===== src/rtl/dds_sweep_ctrl_pkg.sv =====
// dds_pkg: shared controller state type and default DDS widths
package dds_pkg;
  localparam int DDS_TW = 10;
  localparam int DDS_PW = 15;
  localparam int DDS_OW = 24;
  typedef enum logic [1:0] {IDLE, LOAD, ARM, SWEEP} dds_ctrl_state_t;
endpackage


===== src/rtl/dds_sweep_ctrl_if.sv =====
// dds_sweep_ctrl_if: valid/ready waveform table load stream
interface dds_sweep_ctrl_if import dds_pkg::*; #(parameter int OW = DDS_OW);
  logic          wl_valid;
  logic          wl_ready;
  logic [OW-1:0] wl_data;
  logic          wl_last;
  modport master (output wl_valid, wl_data, wl_last, input wl_ready);
  modport slave  (input wl_valid, wl_data, wl_last, output wl_ready);
endinterface


===== src/rtl/dds_sweep_ctrl_loader.sv =====
// dds_wfm_loader: turns the load stream into sequential DDS table writes and flags framing errors
module dds_wfm_loader import dds_pkg::*; #(
  parameter int DEPTH = 1024,
  parameter int OW    = DDS_OW,
  localparam int AW   = $clog2(DEPTH)
) (
  input  logic          clk,
  input  logic          rst,
  input  logic          clr_i,
  input  logic          en_i,
  input  logic          abort_i,
  dds_sweep_ctrl_if.slave wl,
  output logic          wea_o,
  output logic [AW-1:0] waddr_o,
  output logic [OW-1:0] din_o,
  output logic          err_o,
  output logic          last_beat_o
);
  logic          ready_q, wea_q, err_q, accept, at_end;
  logic [AW-1:0] addr_q, waddr_q;
  logic [OW-1:0] din_q;
  assign accept      = wl.wl_valid & ready_q;
  assign at_end      = addr_q == AW'(DEPTH - 1);
  assign last_beat_o = accept & at_end;
  assign wl.wl_ready = ready_q;
  assign wea_o       = wea_q;
  assign waddr_o     = waddr_q;
  assign din_o       = din_q;
  assign err_o       = err_q;
  // ready follows the FSM's next state; each accepted beat is written one cycle later
  always_ff @(posedge clk) begin
    if (rst) begin
      ready_q <= 1'b0;
      wea_q   <= 1'b0;
      err_q   <= 1'b0;
      addr_q  <= '0;
      waddr_q <= '0;
      din_q   <= '0;
    end else begin
      ready_q <= en_i;
      wea_q   <= accept;
      if (clr_i) addr_q <= '0;
      else if (accept) addr_q <= at_end ? '0 : addr_q + 1'b1;
      if (accept) begin
        waddr_q <= addr_q;
        din_q   <= wl.wl_data;
      end
      if (clr_i) err_q <= 1'b0;
      else if (abort_i || (accept && (wl.wl_last != at_end))) err_q <= 1'b1;
    end
  end
endmodule


===== src/rtl/dds_sweep_ctrl.sv =====
// dds_sweep_ctrl: sequences DDS table loads and linear frequency sweeps
module dds_sweep_ctrl import dds_pkg::*; #(
  parameter int TW    = DDS_TW,
  parameter int PW    = DDS_PW,
  parameter int DEPTH = 1024,
  parameter int OW    = DDS_OW,
  parameter int CW    = 16
) (
  input  logic                     clk,
  input  logic                     rst,
  input  logic                     load_req,
  input  logic                     start,
  input  logic                     abort,
  input  logic [TW-1:0]            cfg_start_tw,
  input  logic [TW-1:0]            cfg_stop_tw,
  input  logic [TW-1:0]            cfg_step_tw,
  input  logic [CW-1:0]            cfg_dwell,
  input  logic [PW-1:0]            cfg_start_phase,
  input  logic                     cfg_repeat,
  dds_sweep_ctrl_if.slave          wl,
  output logic                     dds_ce,
  output logic                     dds_rst,
  output logic [TW-1:0]            dds_tuning_word,
  output logic [PW-1:0]            dds_start_phase,
  output logic                     dds_wfm_wea,
  output logic [$clog2(DEPTH)-1:0] dds_wfm_waddr,
  output logic [OW-1:0]            dds_wfm_din,
  output logic                     busy,
  output logic                     done,
  output logic                     load_err
);
  dds_ctrl_state_t state_q, state_d;
  logic            ce_q, arm_q, busy_q, done_q, rep_q, last_beat, step_end, fits;
  logic [TW-1:0]   tw_q, start_q, stop_q, step_q;
  logic [PW-1:0]   phase_q;
  logic [CW-1:0]   dwell_q, cnt_q;
  logic [TW:0]     nxt;
  assign nxt             = {1'b0, tw_q} + {1'b0, step_q};
  assign fits            = !nxt[TW] && (nxt[TW-1:0] <= stop_q);
  assign step_end        = cnt_q == dwell_q;
  assign dds_ce          = ce_q;
  assign dds_rst         = arm_q;
  assign dds_tuning_word = tw_q;
  assign dds_start_phase = phase_q;
  assign busy            = busy_q;
  assign done            = done_q;
  dds_wfm_loader #(.DEPTH(DEPTH), .OW(OW)) u_loader (
    .clk         (clk),
    .rst         (rst),
    .clr_i       (state_q == IDLE && state_d == LOAD),
    .en_i        (state_d == LOAD),
    .abort_i     (abort && state_q == LOAD),
    .wl          (wl),
    .wea_o       (dds_wfm_wea),
    .waddr_o     (dds_wfm_waddr),
    .din_o       (dds_wfm_din),
    .err_o       (load_err),
    .last_beat_o (last_beat)
  );
  // next state: load beats start, sweep ends only without repeat when the next step leaves range
  always_comb begin
    state_d = state_q;
    case (state_q)
      IDLE:    state_d = load_req ? LOAD : start ? ARM : IDLE;
      LOAD:    state_d = last_beat ? IDLE : LOAD;
      ARM:     state_d = SWEEP;
      SWEEP:   state_d = (step_end && !fits && !rep_q) ? IDLE : SWEEP;
      default: state_d = IDLE;
    endcase
    if (abort) state_d = IDLE;
  end
  // state, registered outputs and sweep working registers
  always_ff @(posedge clk) begin
    if (rst) begin
      state_q <= IDLE;
      ce_q    <= 1'b0;
      arm_q   <= 1'b0;
      busy_q  <= 1'b0;
      done_q  <= 1'b0;
      rep_q   <= 1'b0;
      tw_q    <= '0;
      start_q <= '0;
      stop_q  <= '0;
      step_q  <= '0;
      phase_q <= '0;
      dwell_q <= '0;
      cnt_q   <= '0;
    end else begin
      state_q <= state_d;
      ce_q    <= state_d == SWEEP;
      arm_q   <= state_d == ARM;
      busy_q  <= state_d != IDLE;
      done_q  <= state_q == SWEEP && state_d == IDLE && !abort;
      if (state_q == IDLE && state_d == ARM) begin
        start_q <= cfg_start_tw;
        stop_q  <= cfg_stop_tw;
        step_q  <= cfg_step_tw;
        dwell_q <= cfg_dwell;
        rep_q   <= cfg_repeat;
        phase_q <= cfg_start_phase;
        tw_q    <= cfg_start_tw;
        cnt_q   <= '0;
      end else if (state_q == SWEEP) begin
        cnt_q <= step_end ? '0 : cnt_q + 1'b1;
        if (step_end) tw_q <= fits ? nxt[TW-1:0] : start_q;
      end
    end
  end
endmodule


===== src/flat_wrapper.sv =====
// flat-port wrapper written by rule: the top's interface ports become plain ports
module dds_sweep_ctrl_flat import dds_pkg::*;
#(
  parameter int TW    = DDS_TW,
  parameter int PW    = DDS_PW,
  parameter int DEPTH = 1024,
  parameter int OW    = DDS_OW,
  parameter int CW    = 16
)
  (clk, rst, load_req, start, abort, cfg_start_tw, cfg_stop_tw, cfg_step_tw, cfg_dwell, cfg_start_phase, cfg_repeat, dds_ce, dds_rst, dds_tuning_word, dds_start_phase, dds_wfm_wea, dds_wfm_waddr, dds_wfm_din, busy, done, load_err, wl_wl_valid, wl_wl_data, wl_wl_last, wl_wl_ready);
  dds_sweep_ctrl_if #(.OW(OW)) wl_i ();
  input  logic clk;
  input  logic rst;
  input  logic load_req;
  input  logic start;
  input  logic abort;
  input  logic [TW-1:0] cfg_start_tw;
  input  logic [TW-1:0] cfg_stop_tw;
  input  logic [TW-1:0] cfg_step_tw;
  input  logic [CW-1:0] cfg_dwell;
  input  logic [PW-1:0] cfg_start_phase;
  input  logic cfg_repeat;
  output logic dds_ce;
  output logic dds_rst;
  output logic [TW-1:0] dds_tuning_word;
  output logic [PW-1:0] dds_start_phase;
  output logic dds_wfm_wea;
  output logic [$clog2(DEPTH)-1:0] dds_wfm_waddr;
  output logic [OW-1:0] dds_wfm_din;
  output logic busy;
  output logic done;
  output logic load_err;
  input wire logic [$bits(wl_i.wl_valid)-1:0] wl_wl_valid;
  input wire logic [$bits(wl_i.wl_data)-1:0] wl_wl_data;
  input wire logic [$bits(wl_i.wl_last)-1:0] wl_wl_last;
  output wire logic [$bits(wl_i.wl_ready)-1:0] wl_wl_ready;
  assign wl_i.wl_valid = wl_wl_valid;
  assign wl_i.wl_data = wl_wl_data;
  assign wl_i.wl_last = wl_wl_last;
  assign wl_wl_ready = wl_i.wl_ready;
  dds_sweep_ctrl #(.TW(TW), .PW(PW), .DEPTH(DEPTH), .OW(OW), .CW(CW)) u_core (.clk(clk), .rst(rst), .load_req(load_req), .start(start), .abort(abort), .cfg_start_tw(cfg_start_tw), .cfg_stop_tw(cfg_stop_tw), .cfg_step_tw(cfg_step_tw), .cfg_dwell(cfg_dwell), .cfg_start_phase(cfg_start_phase), .cfg_repeat(cfg_repeat), .wl(wl_i), .dds_ce(dds_ce), .dds_rst(dds_rst), .dds_tuning_word(dds_tuning_word), .dds_start_phase(dds_start_phase), .dds_wfm_wea(dds_wfm_wea), .dds_wfm_waddr(dds_wfm_waddr), .dds_wfm_din(dds_wfm_din), .busy(busy), .done(done), .load_err(load_err));
endmodule

===== config.mk =====
export PLATFORM = sky130hd
export DESIGN_NAME = dds_sweep_ctrl_flat
export DESIGN_NICKNAME = d
export VERILOG_FILES = /design/src/rtl/dds_sweep_ctrl_pkg.sv /design/src/rtl/dds_sweep_ctrl_if.sv /design/src/rtl/dds_sweep_ctrl_loader.sv /design/src/rtl/dds_sweep_ctrl.sv /design/src/flat_wrapper.sv
export SDC_FILE = /design/constraint.sdc
export NUM_CORES = 1
export LEC_CHECK = 0
export CORE_MARGIN = 2
export CORE_UTILIZATION = 47
export CTS_CLUSTER_DIAMETER = 120
export DETAILED_ROUTE_END_ITERATION = 8
export PLACE_DENSITY = 0.76
export REMOVE_ABC_BUFFERS = 1
export SYNTH_ARGS = -nofsm -noshare
export SYNTH_HDL_FRONTEND = slang
export SYNTH_SLANG_ARGS = --single-unit

===== constraint.sdc =====
create_clock -name clk -period 4.3 [get_ports clk]
set_input_delay 1.075 -clock clk [delete_from_list [all_inputs] [get_ports clk]]
set_output_delay 1.075 -clock clk [all_outputs]
set_load 0.03 [all_outputs]

Yosys cells after proc, flatten, opt, wreduce, memory -nomap -nowiden. Index checks and enable logic that the tools add are counted.

Register bits: 141. Input port bits: 93. Output and inout port bits: 66. Word-level logic and storage cells: 68.

Add/sub/neg operators: 3. Magnitude comparators: 1. Equal/unequal tests: 9. Muxes and demuxes: 12. Bitwise operators: 2. Reduce and logical (&&, ||, !) cells: 22.

Operator list (count): $mux W10 (5); $add A16 B1 Y16 const B (1); $eq A16 B16 Y1 (1); $mux W16 (1); $add A10 B10 Y11 (1); $add A10 B1 Y10 const B (1); $eq A10 B10 Y1 const B (1); $le A10 B10 Y1 (1); $logic_and A1 B1 Y1 (9); $eq A2 B2 Y1 const B (4); $mux W2 (4); $pmux W2 S4 (1); $reduce_bool A2 Y1 (3); $eq A2 B1 Y1 const B (2); $logic_not A1 Y1 (4); $logic_not A2 Y1 (2); $reduce_or A2 Y1 (2); $and A1 B1 Y1 (2); $reduce_and A2 Y1 (1); $logic_or A1 B1 Y1 (1); $mux W1 (1); $ne A1 B1 Y1 (1).

Longest topological paths before layout. Gate-level depths: netlist (run 1).

Depth after elaboration: 13. Gate-level depth with buffers: 14. Mapped depth without buffers: 13.

By module. From an unflattened synthesis (run 1), not the netlist that was laid out.

Cells, all modules: 778. Area, all modules: 6283.5 um2.

By module, submodules not included: dds_sweep_ctrl (instances 1, cells an instance 558, area an instance 4496.8 um2, seq. area each 1881.8 um2); dds_wfm_loader (instances 1, cells an instance 220, area an instance 1786.7 um2, seq. area each 940.9 um2).

Least setup slack after synthesis (run 1). OpenSTA, ideal clock, no wires.

Path type: register to register. Start point: reg u_core.tw_q[0], in the netlist u_core.dds_tuning_word[0]. End point: reg u_core.tw_q[1], in the netlist u_core.dds_tuning_word[1]. Library setup time: 124 ps. Arrival time: 3114 ps. Required time: 4176 ps. Setup slack: 1063 ps. Cell stages (with the launch flop): 15. Buffers on the path: 1. Period minus slack after synthesis: 3237 ps. Path through: dfxtp_1 -> ha_1 -> fa_1 -> a211oi_1 -> nor2_1 -> o22ai_1 -> xnor2_1 -> ha_1 -> nand4_1 -> a211oi_1 -> a211oi_1 -> o211ai_2 -> buf_2 -> mux2i_1 -> a21oi_1.

Word-level cells in the longest chain between the ends: 13. Elaborated cells between the ends (all ways): 19. Classes of those cells: 1 x add/sub; 1 x order compare; 1 x eq/ne; 7 x mux; 9 x reduce/logical.

RTL lines: start, declared (line dds_sweep_ctrl.sv:34) `logic [TW-1:0] tw_q, start_q, stop_q, step_q;`; start signal, assigned (line dds_sweep_ctrl.sv:101) `tw_q <= cfg_start_tw;`; start signal, assigned (line dds_sweep_ctrl.sv:105) `if (step_end) tw_q <= fits ? nxt[TW-1:0] : start_q;`; $add A10 B10 Y11 * (line dds_sweep_ctrl.sv:38) `assign nxt = {1'b0, tw_q} + {1'b0, step_q};`; $le A10 B10 Y1 or $logic_not A1 Y1 (tied branches) (line dds_sweep_ctrl.sv:39) `assign fits = !nxt[TW] && (nxt[TW-1:0] <= stop_q);`; $logic_and A1 B1 Y1 (line dds_sweep_ctrl.sv:39); $logic_not A1 Y1 (line dds_sweep_ctrl.sv:67) `SWEEP: state_d = (step_end && !fits && !rep_q) ? IDLE : SWEEP;`; $logic_and A1 B1 Y1 (2 in a row) (line dds_sweep_ctrl.sv:67); $mux W2 (line dds_sweep_ctrl.sv:67); $pmux W2 S4 (line dds_sweep_ctrl.sv:63) `case (state_q)`; $mux W2 (line dds_sweep_ctrl.sv:70) `if (abort) state_d = IDLE;`; $eq A2 B2 Y1 (line dds_sweep_ctrl.sv:94) `if (state_q == IDLE && state_d == ARM) begin`; $logic_and A1 B1 Y1 (line dds_sweep_ctrl.sv:94); $reduce_bool A2 Y1 (no source line); $reduce_and A2 Y1 (no source line).

Every way passes the cells marked *; elsewhere a longest branch is shown, timed or not. The select of a mux whose other input is x is not followed. A chain may end at the register's enable or synchronous reset.

Worst setup path after layout (run 1).
Start point: reg u_core.tw_q[0], in the netlist u_core.dds_tuning_word[0]. End point: reg u_core.u_loader.ready_q, in the netlist u_core.u_loader.wl.wl_ready.

Word-level cells in the longest chain between the ends: 10. Elaborated cells between the ends (all ways): 11. Classes of those cells: 1 x add/sub; 1 x order compare; 1 x eq/ne; 3 x mux; 5 x reduce/logical.

RTL lines: $add A10 B10 Y11 * (line dds_sweep_ctrl.sv:38); $le A10 B10 Y1 or $logic_not A1 Y1 (tied branches) (line dds_sweep_ctrl.sv:39); $logic_and A1 B1 Y1 * (line dds_sweep_ctrl.sv:39); $logic_not A1 Y1 * (line dds_sweep_ctrl.sv:67); $logic_and A1 B1 Y1 * (2 in a row) (line dds_sweep_ctrl.sv:67); $mux W2 * (line dds_sweep_ctrl.sv:67); $pmux W2 S4 * (line dds_sweep_ctrl.sv:63); $mux W2 * (line dds_sweep_ctrl.sv:70); $eq A2 B1 Y1 * (line dds_sweep_ctrl.sv:51) `.en_i (state_d == LOAD),`; end signal, assigned (line dds_sweep_ctrl_loader.sv:40) `ready_q <= en_i;`; end, declared (line dds_sweep_ctrl_loader.sv:19) `logic ready_q, wea_q, err_q, accept, at_end;`.

Every way passes the cells marked *; elsewhere a longest branch is shown, timed or not.

==> results.py, run 1 <==
metrics = {
    "synthesis": {
        "synthArstFlopShare_pct": 0,
        "avgSynthCellArea_sq_um": 8.03,
        "synth_edf_count": 0,
        "yosys-top-cells-count": "nand2_1, dfxtp_1, a21oi_1",
        "synth_seq_area_share_pct": 46.5,
        "ys.flop_type": "dfxtp_1",
        "synth_cell_types": 45,
        "synth.area.top_cells": "dfxtp_1, nand2_1, a21oi_1",
        "synth_warnings": 0,
        "yosysMostFrequentCell": "nand2_1",
        "synth_area_leader_cell": "dfxtp_1",
        "ys_seq_elements": 141,
        "syn_area_sq_um": 6070,
        "yosys.area.top_type_share_pct": 46.5,
        "netlist_instances": 756,
    },
    "worst_setup_path": {
        "cp_cell_sequence": "ha_1, fa_1, a211oi_1, nor2_1, o22ai_1, xnor2_1, ha_1, nand4_1, nor4_1, o211ai_2, a311o_1, nor3b_2",
        "required_ns": 4.64,
        "crit_type": "reg2reg",
        "startpoint": "u_core.dds_tuning_word[0]",
        "slowest_delay_ns": 0.46,
        "path_buf_inv": 0,
        "slowest_stage": "a311o_1",
        "cpLargestDelayFamily": "compound AO/OA/AOI/OAI gates",
        "cp_common_cell": "ha_1",
        "end_kind": "flip-flop",
        "timing.rr.start": "u_core.dds_tuning_word[0]",
        "cp_max_fo": 8,
        "start_kind": "flip-flop",
        "worst_ep_arrival_time_ns": 3.87,
    },
    "timing": {
        "min_period_ns": 3.53,
        "setup_viol": 0,
        "maxSlewViolCount": 0,
        "fmax_mhz": 283,
        "finalClockSkew_ns": 0.00604,
        "post-route-period-util_pct": 82.2,
        "rsz0062_at_grt": "no",
        "tightest_slew_ns": 0.677,
        "fin_setup_tns_ns": 0,
        "final_hold_viol_count": 0,
        "max_slew_margin_pct": 54.9,
    },
    "floorplanning": {
        "io_pins": 159,
        "die_w_um": 118,
        "start_util_pct": 48.1,
        "num_rows": 41,
        "die_h_um": 118,
        "die-area_sq_um": 13800,
        "core_area_sq_um": 12600,
    },
    "routing": {
        "drc_errors": 0,
        "drt_iter0_drc": 225,
        "vias_per_cell": 5.06,
        "dr.pass1.iters": 6,
        "ant_nets": 0,
        "totalWireLength_mm": 14.5,
        "num_vias": 5482,
        "wl_per_cell_um": 13.4,
    },
    "final_layout": {
        "syn_to_final_growth_pct": 37.2,
        "nFillCells": 1103,
        "drive_gt1_share_pct": 4.72,
        "num_antenna_cells": 0,
        "nets": 1015,
    },
    "clock_network": {
        "cts_sinks": 141,
        "insertion_delay_ns": 0.41,
        "holdBufCountCts": 0,
        "clk_pin_slew_ns": 0.06,
        "cts-root-buf": "clkbuf_16",
        "cts_setup_buffers": 0,
        "cts_max_level": 4,
        "cts_made_buffers": 17,
        "cts_resized": 0,
        "cts_tree": "done",
        "clock_path_buffers": 2,
    },
    "flow_run": {
        "maxCapViolations": 0,
    },
    "placement": {
        "io_buffers": 158,
        "gp_congestion": 0.892,
        "dp_hpwl_mm": 10.3,
    },
    "power_and_ir_drop": {
        "total_power_mw": 3.09,
        "power_leakage_nw": 3.01,
        "ir_drop_mv": 0.212,
        "p_per_area_nw_per_um2": 372,
    },
    "global_route": {
        "globalRouteOverflowTotal": 0,
        "grt_max_degree": 65,
        "grt_pass1_vias": 5161,
        "grt_use_total_pct": 21.1,
        "grt_pass1_wl_mm": 24.2,
        "antenna_found_initial": 0,
    },
    "run_status": {
        "status": "finished clean",
    },
    "worst_hold_path": {
        "worstHoldStart": "u_core.u_loader.waddr_o[5]",
        "hold_class": "reg2reg",
    },
}
[tightest hold or removal path, cell delays in order, from the launching register on]
cell     delay, ns
dfxtp_1       0.30
nand2_1       0.05
a21oi_1       0.05
[report_power, final]
group | leakage (nW) | total (mW) | switching [mW] | internal (mW)
Clock | 0.260 | 1.34 | 0.522 | 0.818
Sequential | 1.14 | 1.36 | 0.0211 | 1.34
Combinational | 1.61 | 0.393 | 0.199 | 0.194
Total | 3.01 | 3.09 | 0.742 | 2.35
[final cells by class]
class,count,area [sq um],share of cell area (%)
inverter,14,52.6,0.631
multi-input combinational,559,3030,36.4
clock inverter,7,65.1,0.782
tap,172,215,2.59
clock buffer,24,472,5.67
timing repair buffer,166,1660,20.0
sequential,141,2820,33.9
[per-stage QoR]
stage                     hold WS, ns  cell area (sq um)  setup slack, ns  util [%]  instances
after floorplan                 0.430               5900            0.815         -        714
after global placement          0.441               7790            0.897      61.7       1052
after detailed placement        0.446               7790            0.826      61.7       1052
after CTS                       0.453               8320            0.771      66.0       1083
after global routing            0.470               8320            0.377      66.0       1083
final                           0.451               8320            0.767      66.0       1083
[logic make-up (layout without fill, tap and decap cells)]
kind of cell / Yosys count / count (layout) / share of synthesized area (%)
simple gates: 323 / 323 / 22.1
compound gates: 159 / 159 / 14.8
flops: 141 / 141 / 46.5
buf+inv: 56 / 211 / 3.63
xor+xnor: 43 / 43 / 6.21
fa+ha+maj: 23 / 23 / 4.87
mux: 11 / 11 / 1.81
[sequential cells by signal, summed over array words and instances, names as in the netlist, 2 cells and up]
name,count
u_core.dwell_q,16
u_core.u_loader.din_o,24
u_core.dds_tuning_word,10
u_core.state_q,2
u_core.dds_start_phase,15
u_core.u_loader.waddr_o,10
u_core.cnt_q,16
u_core.u_loader.addr_q,10
u_core.start_q,10
u_core.step_q,10
u_core.stop_q,10
[path summary, 6_finish.rpt]
kind / to / slack (ns) / cells past startpoint
worst max-delay path: u_core.u_loader.wl.wl_ready / 0.77 / 12
worst min register to register: u_core.u_loader.waddr_o[5] / 0.45 / 2
worst max register to register: u_core.u_loader.wl.wl_ready / 0.77 / 12
worst min-delay path: u_core.u_loader.waddr_o[5] / 0.45 / 2
[placed cells by master, fill, tap and decap left out, types with 5 or more instances in the layout]
master,instances
o31ai_1,10
inv_1,14
nand4_1,12
dfxtp_1,141
mux2i_1,11
nor2_1,60
xnor2_1,28
nand3_1,8
nor3_1,8
clkdlybuf4s50_1,157
xor2_1,15
clkbuf_16,17
o21ai_0,7
buf_4,7
nand2_1,210
a211oi_1,6
a21oi_1,118
ha_1,22
clkbuf_1,5
[per-layer routing]
layer,share of wire (%),GRT usage [%],wire [um]
met5,0,0,0
met3,7.4,7.12,1070
met2,45,33.7,6560
met4,1.2,7.00,169
met1,46,26.7,6730
Power figures use the tool's default switching activity.
==> run 2: changes to the inputs <==
--- a/config.mk
+++ b/config.mk
@@ -6,10 +6,10 @@
 export NUM_CORES = 1
 export LEC_CHECK = 0
 export CORE_MARGIN = 2
-export CORE_UTILIZATION = 47
+export CORE_UTILIZATION = 44
 export CTS_CLUSTER_DIAMETER = 120
 export DETAILED_ROUTE_END_ITERATION = 8
-export PLACE_DENSITY = 0.76
+export PLACE_DENSITY = 0.74
 export REMOVE_ABC_BUFFERS = 1
 export SYNTH_ARGS = -nofsm -noshare
 export SYNTH_HDL_FRONTEND = slang
==> constraint.sdc (replaced) <==
create_clock -name clk -period 3.08 [get_ports clk]
set_input_delay 0.77 -clock clk [delete_from_list [all_inputs] [get_ports clk]]
set_output_delay 0.77 -clock clk [all_outputs]
set_load 0.03 [all_outputs]
==> results.py, run 2 (synthesis gave the netlist of run 1 again) <==
metrics = {
    "flow_run": {
        "maxCapViolations": 0,
    },
    "power_and_ir_drop": {
        "ir_drop_mv": 0.393,
        "p_per_area_nw_per_um2": 535,
        "power_leakage_nw": 3.21,
        "total_power_mw": 4.65,
    },
    "run_status": {
        "status": "finished, violations left",
        "violations": "setup timing",
    },
    "global_route": {
        "globalRouteOverflowTotal": 0,
        "grt_pass1_vias": 5140,
        "grt_use_met2_pct": 33.8,
        "grt_pass1_wl_mm": 24.6,
        "grt_use_met1_pct": 26.1,
        "grt_use_total_pct": 21.1,
        "grt_max_degree": 52,
        "antenna_found_initial": 0,
        "use_met3_pct": 8.36,
        "grt_busiest_layer": "met2",
    },
    "worst_setup_path": {
        "rr_worst_depth": 13,
        "required_ns": 3.43,
        "cp_cell_sequence": "ha_4, fa_2, a211oi_2, nor2_1, o22ai_1, xnor2_1, ha_1, o21ai_0, o21ai_0, a211oi_2, o211ai_2, a311o_1, nor3b_2",
        "worst_ep_arrival_time_ns": 3.52,
        "slowest_delay_ns": 0.36,
        "startpoint": "u_core.step_q[0]",
        "end_kind": "flip-flop",
        "path_buf_inv": 0,
        "reg2reg_to": "u_core.u_loader.wl.wl_ready",
        "cpLargestDelayFamily": "compound AO/OA/AOI/OAI gates",
        "rrSetupSlack_ns": -0.1,
        "cp_max_fo": 4,
        "crit_type": "reg2reg",
        "timing.rr.start": "u_core.step_q[0]",
        "start_kind": "flip-flop",
        "slowest_stage": "fa_2",
    },
    "timing": {
        "setup_viol": 17,
        "fin_setup_tns_ns": -0.844,
        "rsz0062_at_grt": "yes",
        "fmax_mhz": 315,
        "post-route-period-util_pct": 103,
        "min_period_ns": 3.18,
        "max_slew_margin_pct": 58.7,
        "finalClockSkew_ns": 0.00859,
        "maxSlewViolCount": 0,
        "final_hold_viol_count": 0,
        "tightest_slew_ns": 0.614,
        "final.setup.worst_slack_ns": -0.0967,
    },
    "routing": {
        "num_vias": 5600,
        "totalWireLength_mm": 15.4,
        "wl_per_cell_um": 13.8,
        "vias_per_cell": 5.03,
        "dr.pass1.iters": 5,
        "drt_iter0_drc": 328,
        "ant_nets": 0,
        "drc_errors": 0,
    },
    "floorplanning": {
        "die_w_um": 121,
        "die-area_sq_um": 14700,
        "num_rows": 42,
        "start_util_pct": 45.5,
        "die_h_um": 121,
        "io_pins": 159,
        "core_area_sq_um": 13300,
    },
    "final_layout": {
        "layout_commonest_cell": "nand2_1",
        "nets": 1040,
        "num_antenna_cells": 0,
        "final_cell_area_sq_um": 8690,
        "final_cell_mix": "nand2_1, clkdlybuf4s50_1, dfxtp_1",
        "drive_gt1_share_pct": 9.50,
        "nFillCells": 1118,
        "largest_reg_flops": 24,
        "syn_to_final_growth_pct": 43.2,
        "post-route-util_pct": 65.1,
    },
    "clock_network": {
        "cts-root-buf": "clkbuf_16",
        "holdBufCountCts": 0,
        "insertion_delay_ns": 0.42,
        "cts_max_level": 4,
        "clock_path_buffers": 2,
        "clk_pin_slew_ns": 0.06,
        "cts_tree": "done",
        "cts_sinks": 141,
        "cts_made_buffers": 17,
    },
    "placement": {
        "io_buffers": 158,
        "dp_hpwl_mm": 10.6,
        "pre_cts_ws_ns": -0.157,
        "placedInstanceArea_sq_um": 7910,
        "gp_congestion": 0.865,
    },
    "worst_hold_path": {
        "worstHoldStart": "u_core.u_loader.din_o[13]",
        "whs_path_depth": 2,
        "holdPathEnd": "u_core.u_loader.din_o[13]",
        "hold_class": "reg2reg",
    },
}
## run 2: worst max-delay path by stage
stage,end,slack (ns),cells after the start
after detailed placement,u_core.dds_ce,-0.16,13
after global placement,u_core.u_loader.wl.wl_ready,-0.10,13
final,u_core.u_loader.wl.wl_ready,-0.1,13
after floorplan,u_core.u_loader.wl.wl_ready,-0.40,13
after global routing,u_core.dds_ce,-0.32,14
after CTS,u_core.dds_tuning_word[5],-0.08,14
## run 2: tightest hold or removal path, stage by stage, from the launching register on
cell and delay, ns:
dfxtp_1 0.30, nand2_1 0.05, a21oi_1 0.05
## run 2: metal layers
| layer | wire [um] | up-vias | share of wire, % |
|---|---|---|---|
| li1 | - | 2870 | - |
| met1 | 7020 | 2546 | 46 |
| met2 | 6810 | 165 | 44 |
| met3 | 1350 | 19 | 8.8 |
| met4 | 183 | 0 | 1.2 |
| met5 | 0 | - | 0 |
## run 2: stage by stage
step / std cells / hold WS (ns)
floorplan: 714 / 0.430
global placement: 1074 / 0.441
detailed placement: 1074 / 0.445
CTS: 1109 / 0.453
global route: 1113 / 0.467
finish: 1113 / 0.451
## run 2: area by class of cell
type                            count  area [sq um]  share of cell area (%)
Multi-Input combinational cell    559          3130                    36.0
Inverter                           14          52.6                   0.605
Tap cell                          176           220                    2.53
Clock buffer                       21           470                    5.41
Timing Repair Buffer              191          1850                    21.3
Clock inverter                     11           140                    1.61
Sequential cell                   141          2820                    32.5
## run 2: power by group
part | internal (mW) | switching (mW) | leakage (nW)
combinational | 0.336 | 0.323 | 1.76
clock | 1.33 | 0.760 | 0.303
sequential | 1.87 | 0.0287 | 1.14
## run 2: repair_timing
action	CTS	global route
setup buffers	3	4
setup endpoints to repair	17	17
gates resized for setup	18	7
pin swaps	23	14
endpoints found under the hold margin	0	0
==> run 3: changes to the inputs <==
--- a/config.mk
+++ b/config.mk
@@ -5,6 +5,7 @@
 export SDC_FILE = /design/constraint.sdc
 export NUM_CORES = 1
 export LEC_CHECK = 0
+export ABC_CLOCK_PERIOD_IN_PS = 3080
 export CORE_MARGIN = 2
 export CORE_UTILIZATION = 44
 export CTS_CLUSTER_DIAMETER = 120
==> results of run 3 <==
Same layout as run 2: the final DEF is identical, and so are final timing and power.
